File: src/rtl/wave_pkg.sv
// ---------------------------------------------------------------------------
// wave_pkg
// Definitions shared by the waveform capture writer and the wave display
// reader: the capture FSM state encoding and the geometry of the
// double-buffered 512x8 sample RAM.
// ---------------------------------------------------------------------------
package wave_pkg;

   // RAM geometry: one buffer-select bit above an 8-bit per-buffer address.
   localparam int WAVE_RAM_ADDR_WIDTH = 9;
   localparam int WAVE_SAMPLE_BITS    = 8;

   // Capture FSM states.
   typedef enum logic [1:0] {
      ARMED  = 2'd0,
      ACTIVE = 2'd1,
      WAIT   = 2'd2
   } wave_state_t;

endpackage

File: src/rtl/zero_cross_detector.sv
// ---------------------------------------------------------------------------
// zero_cross_detector
// Remembers the sign of the most recent audio sample. Flags a rising
// zero-crossing when a strobed sample is non-negative and the previous one
// was negative.
//
// Ports:
//   clk, reset     - system clock, asynchronous active-high reset
//   sample_ready   - one-cycle strobe qualifying new_sample_in
//   new_sample_in  - signed two's-complement audio sample
//   crossing       - combinational, high in the strobe cycle of a crossing
// ---------------------------------------------------------------------------
module zero_cross_detector #(
   parameter int SAMPLE_WIDTH = 16
) (
   input  logic                    clk,
   input  logic                    reset,
   input  logic                    sample_ready,
   input  logic [SAMPLE_WIDTH-1:0] new_sample_in,
   output logic                    crossing
);

   // Only the sign of the previous sample matters for the crossing decision,
   // so that is all that is kept.
   logic prev_sign_r;
   logic unused_low_bits_s;

   assign unused_low_bits_s = ^new_sample_in[SAMPLE_WIDTH-2:0];

   // Previous-sample sign register, updated on every strobe in every state.
   always_ff @(posedge clk or posedge reset) begin
      if (reset) begin
         prev_sign_r <= 1'b0;
      end else if (sample_ready) begin
         prev_sign_r <= new_sample_in[SAMPLE_WIDTH-1];
      end else begin
         prev_sign_r <= prev_sign_r;
      end
   end

   assign crossing = sample_ready & prev_sign_r & ~new_sample_in[SAMPLE_WIDTH-1];

endmodule

File: src/rtl/wave_sample_capture.sv
// ---------------------------------------------------------------------------
// wave_sample_capture
// Writer side of the double-buffered waveform RAM. Arms on a rising
// zero-crossing, then writes 2^COUNT_WIDTH converted samples into the half
// the display is not reading. It then waits for the display to go idle and
// flips read_index so the fresh capture is shown.
//
// Ports:
//   clk, reset         - system clock, asynchronous active-high reset
//   sample_ready       - one-cycle strobe qualifying new_sample_in
//   new_sample_in      - signed audio sample
//   wave_display_idle  - high while the display is outside its drawing area
//   write_address      - RAM write address {~read_index, count}
//   write_enable       - one-cycle RAM write strobe
//   write_sample       - offset-binary sample byte
//   read_index         - buffer half currently owned by the display
// ---------------------------------------------------------------------------
module wave_sample_capture
   import wave_pkg::*;
#(
   parameter int SAMPLE_WIDTH = 16,
   parameter int COUNT_WIDTH  = 8
) (
   input  logic                        clk,
   input  logic                        reset,
   input  logic                        sample_ready,
   input  logic [SAMPLE_WIDTH-1:0]     new_sample_in,
   input  logic                        wave_display_idle,
   output logic [COUNT_WIDTH:0]        write_address,
   output logic                        write_enable,
   output logic [WAVE_SAMPLE_BITS-1:0] write_sample,
   output logic                        read_index
);

   // Signed sample -> unsigned display byte: keep the top bits and flip the
   // sign so the most negative value maps to 0 and zero maps to mid-scale.
   function automatic logic [WAVE_SAMPLE_BITS-1:0] to_offset_binary(
      input logic [WAVE_SAMPLE_BITS-1:0] top_bits
   );
      return {~top_bits[WAVE_SAMPLE_BITS-1], top_bits[WAVE_SAMPLE_BITS-2:0]};
   endfunction

   wave_state_t                 state_r;
   logic [COUNT_WIDTH-1:0]      count_r;
   logic                        read_index_r;
   logic                        write_enable_r;
   logic [COUNT_WIDTH:0]        write_address_r;
   logic [WAVE_SAMPLE_BITS-1:0] write_sample_r;
   logic                        crossing_s;
   logic [WAVE_SAMPLE_BITS-1:0] sample_top_s;
   logic                        unused_low_bits_s;

   assign sample_top_s      = new_sample_in[SAMPLE_WIDTH-1 -: WAVE_SAMPLE_BITS];
   assign unused_low_bits_s = ^new_sample_in[SAMPLE_WIDTH-WAVE_SAMPLE_BITS-1:0];

   zero_cross_detector #(
      .SAMPLE_WIDTH (SAMPLE_WIDTH)
   ) u_zero_cross_detector (
      .clk           (clk),
      .reset         (reset),
      .sample_ready  (sample_ready),
      .new_sample_in (new_sample_in),
      .crossing      (crossing_s)
   );

   // Capture FSM with counter, buffer select and registered RAM write port.
   always_ff @(posedge clk or posedge reset) begin
      if (reset) begin
         state_r         <= ARMED;
         count_r         <= {COUNT_WIDTH{1'b0}};
         read_index_r    <= 1'b0;
         write_enable_r  <= 1'b0;
         write_address_r <= {(COUNT_WIDTH+1){1'b0}};
         write_sample_r  <= {WAVE_SAMPLE_BITS{1'b0}};
      end else begin
         case (state_r)
            ARMED: begin
               write_enable_r <= 1'b0;
               // The crossing sample itself is not written; capture starts
               // with the next strobe.
               if (crossing_s) begin
                  state_r <= ACTIVE;
                  count_r <= {COUNT_WIDTH{1'b0}};
               end else begin
                  state_r <= ARMED;
               end
            end
            ACTIVE: begin
               if (sample_ready) begin
                  write_enable_r  <= 1'b1;
                  write_address_r <= {~read_index_r, count_r};
                  write_sample_r  <= to_offset_binary(sample_top_s);
                  count_r         <= count_r + COUNT_WIDTH'(1'b1);
                  // Last slot of the buffer written: the counter wraps to 0.
                  if (&count_r) begin
                     state_r <= WAIT;
                  end else begin
                     state_r <= ACTIVE;
                  end
               end else begin
                  write_enable_r <= 1'b0;
               end
            end
            WAIT: begin
               write_enable_r <= 1'b0;
               // Hand the finished buffer to the display only between frames.
               if (wave_display_idle) begin
                  read_index_r <= ~read_index_r;
                  state_r      <= ARMED;
               end else begin
                  state_r <= WAIT;
               end
            end
            default: begin
               state_r        <= ARMED;
               write_enable_r <= 1'b0;
            end
         endcase
      end
   end

   assign write_address = write_address_r;
   assign write_enable  = write_enable_r;
   assign write_sample  = write_sample_r;
   assign read_index    = read_index_r;

endmodule

File: config.mk
export PLATFORM = sky130hd
export DESIGN_NAME = wave_sample_capture
export DESIGN_NICKNAME = d
export VERILOG_FILES = /design/src/rtl/wave_pkg.sv /design/src/rtl/zero_cross_detector.sv /design/src/rtl/wave_sample_capture.sv
export SDC_FILE = /design/constraint.sdc
export NUM_CORES = 1
export LEC_CHECK = 0
export CORE_MARGIN = 1.5
export CORE_UTILIZATION = 46
export CTS_CLUSTER_SIZE = 10
export DETAILED_ROUTE_END_ITERATION = 6
export PLACE_DENSITY = 0.81
export SLEW_MARGIN = 5
export SYNTH_ARGS = -nofsm -noshare
export SYNTH_HDL_FRONTEND = slang
export SYNTH_HIERARCHICAL = 1
export SYNTH_SLANG_ARGS = --single-unit
File: constraint.sdc
create_clock -name clk -period 2 [get_ports clk]
set_clock_uncertainty 0.15 [all_clocks]
set_input_delay 0.4 -clock clk [delete_from_list [all_inputs] [get_ports clk]]
set_output_delay 0.4 -clock clk [all_outputs]
set_load 0.01 [all_outputs]
==> results list <==
* Portion of netlist area occupied by mux cells: 13.7%
- Of the cells placed in the final design, the portion with a size suffix greater than 1 is 21.2%.
- From bottom edge to top edge, the die measures 56.5 um.
- Register area: 751 um2
- Cell chosen for the clock root: clkbuf_4
- Max-cap violations in this run came to 0.
- Entering global routing, the biggest net connects 30 pins.
- Number of different library cells in the post-synthesis netlist: 34
- Design Area, Final: 1770 um2
- Cell Pwr Density: 1070 nW/um2
* Clock sink total: 30
- Final critical-path share of the clock period: 90.4%
* Post-Synthesis Cells: 109
- In this run the static leakage power is 0.797 nW.
- The layout has 223 filler cells.
* Detailed Route WL: 2480 um
* Relative area change from synthesis to final layout: 34.8%
* Overall overflow remaining after global route: 0
- Multi-input gate area: 512 um2
- Post-CTS setup-driven buffer insertion count: 0
- Time the final worst path needs with I/O delays and setup: 1.81 ns
- Clock slew at reported path FFs: 0.09 ns
- Worst voltage drop across the vdd grid: 0.917 mV
- The first global-routing pass estimated 4220 um of wire.
- Die boundary width: 56.5 um
- Via-to-Cell Ratio: 5.38
- Count of endpoints failing hold in the final timing report: 0
- Together, buffers and inverters on the worst path number 1.
- Clock buffers created by TritonCTS: 5
- For this run, the total global-route usage over all layers was measured as 17.5%.
- The floorplan has 19 rows.
* Antenna violation net count after detailed routing: 0
- In the final design database the tool counted 172 nets.
- After the first detailed-routing iteration, the DRC count stood at 9.
- The congestion estimate from routability-driven global placement came to 0.821.
- Fraction of synthesis flops using an asynchronous set or reset pin: 100%
* RR Endpoint: count_r[4]
- Summing the areas of all fa, ha and maj instances in the mapped netlist gives 0.951% of the synthesized area.
- Critical setup path kind: flop to primary output
- Yosys mapped a number of flops with a built-in enable equal to 0.
- The floorplan step defined a core boundary enclosing 2730 um2.
- Worst hold margin: 0.0713 ns
- Family of cells with the greatest summed delay on the critical path: buffers and inverters
- Half-perimeter wire length after placement: 1800 um
- Fraction of the mapped netlist area in compound gates: 9.04%
* Slew margin rel.: 70.1%
* Standard cell area after detailed placement: 1690 um2
- Clock network latency to the later pin of the worst-skew pair: 0.32 ns
- Power, Total: 1.90 mW
* CP Max Fanout: 3
- The number of nets handed over by synthesis was 130.
- Setup violations remaining at the end of the flow were counted as 0.
- The number of pins exceeding their max-slew limit in the final report came to 0.
- The initial utilization of the core area, before any placement, comes to 48.1%.
- Actual slew at the worst max-slew pin: 0.448 ns
* Reg-to-reg setup timing slack: 0.42 ns
- In this run the cell area of the synthesized design comes to 1320 um2.
- 0 antenna diodes ended up in the layout.
- Peak per-stage delay on the critical path: 0.55 ns
* Clock H-tree levels: 2
- After synthesis, the largest family of logic cells by area is simple AND/OR/NAND/NOR gates.
- The clock passes through at most 2 buffers.
- Status: completed
- The first detailed-routing pass took 4 iterations.
- For the worst flop-to-flop path, the logic depth is 3.
- Tightest Hold Check Type: primary input to asynchronous set/reset pin
* Number of antenna violations at the first check in global routing: 0
- Number of hold-repair buffers added at the cts stage: 0
- Die outline area: 3190 um2
- Dividing the synthesized area by the synthesized cell count gives 12.1 um2.
* Sequential share of the synthesized area: 57.1%
* Post-Synth Simple-Gate Area: 13.9%
- Total of warnings raised by yosys: 6
- Setup repair after global routing left no endpoint under its margin.
- The slowest stage of the critical path belongs to the cell clkdlybuf4s50_1.
- After detailed routing, the average wire length per cell comes to 13.6 um.
- The number of global-route vias before repair is 1007.
* CP endpoint kind: primary output
* DR vias: 980
- CP Cell Sequence: clkdlybuf4s50_1
- Primary flip-flop cell chosen by synthesis mapping: dfrtp_1
- Endpoint arrival time on the critical path: 1.26 ns
* I/O pin count: 39
- In the routed design, unresolved DRC markers number 0.
- Resized cells post-CTS: 0
* Xor-xnor portion of the synthesized cell area: 1.33%
* Critical Path RT: 1.45 ns
* RR Startpoint: state_r[0]
- Port buffering added 30 buffers.
* Highest attainable clock frequency: 553 MHz
- TritonCTS built the clock tree.
- Number of storage elements in the synthesis netlist: 30
* CP startpoint kind: flop
-- cell usage in the layout (no fill, tap or decap), types with 3 or more instances in the layout --
cell,instances
nor3_1,3
o21ai_0,8
nor2_1,3
mux2_2,12
clkbuf_4,5
nand2_1,12
inv_1,8
buf_4,8
dfrtp_1,30
mux2i_1,3
clkdlybuf4s50_1,30
-- worst max path at each step --
stage,slack (ns),cells after the start,to,startpoint
3_3_place_gp,-0.02,5,count_r[4],new_sample_in[15]
6_report,0.19,1,read_index,read_index
2_1_floorplan,0.51,4,count_r[4],new_sample_in[15]
3_5_place_dp,-0.05,5,count_r[4],new_sample_in[15]
4_1_cts,0.17,1,read_index,read_index
5_1_grt,0.15,1,read_index,read_index
-- state kept, by name (all words and copies together) (netlist names) --
signal                             cells
state_r                                2
write_enable                           1
read_index                             1
count_r                                8
u_zero_cross_detector/prev_sign_r      1
write_address                          9
write_sample                           8
-- stage by stage --
step,util [%],worst slack (ns),std cells,TNS [ns]
floorplan,-,0.515,109,0
finish,64.9,0.193,182,0
detailed placement,61.9,-0.0549,175,-0.0656
global route,64.9,0.146,182,0
global placement,61.9,-0.0165,175,-0.0165
CTS,64.9,0.175,182,0
-- synth_stat cells, drive strengths merged, types with 2 or more instances --
cell type  instances  area [um2]
mux2              13         150
dfrtp             30         751
nor3               3        15.0
nor2               3        11.3
nand3b             2        27.5
nand2             12        45.0
buf                2        18.8
a22o               2        17.5
o21ai              8        40.0
inv                8        30.0
mux2i              3        30.0
o31ai              2        15.0
nand3              2        10.0
nor4               2        12.5
-- cell families (layout without fill, tap and decap cells) --
logic type | count (synthesis) | in the layout
buffers and inverters | 11 | 53
AOI/OAI and AO/OA | 18 | 18
and+or+nand+nor | 31 | 31
DFF | 30 | 30
adders and majority gates | 1 | 1
xor gates and xnor gates | 2 | 2
muxes | 16 | 16
-- final cells by class --
cell class	instances	share of cell area (%)
clock buffers	6	2.89
clock inverters	1	1.69
inverters	8	1.69
multi-input cells	68	28.9
flip-flops and latches	30	42.3
well taps	31	2.19
repair buffers	38	20.3
-- where the power goes --
group | switching (mW) | internal, mW | leakage [nW]
logic | 0.224 | 0.318 | 0.378
registers | 0.117 | 0.748 | 0.375
clock network | 0.199 | 0.291 | 0.0443
-- metal layers --
layer | track usage (%) | wire length [um] | share of wire (%) | vias up
met5 | 0 | 0 | 0 | -
met4 | 9.52 | 49 | 2.0 | 0
met3 | 7.83 | 189 | 7.6 | 6
met2 | 27.6 | 1170 | 47 | 36
met1 | 19.6 | 1070 | 43 | 466
li1 | - | - | - | 472
No activity file was read; power rests on OpenSTA's default activity.
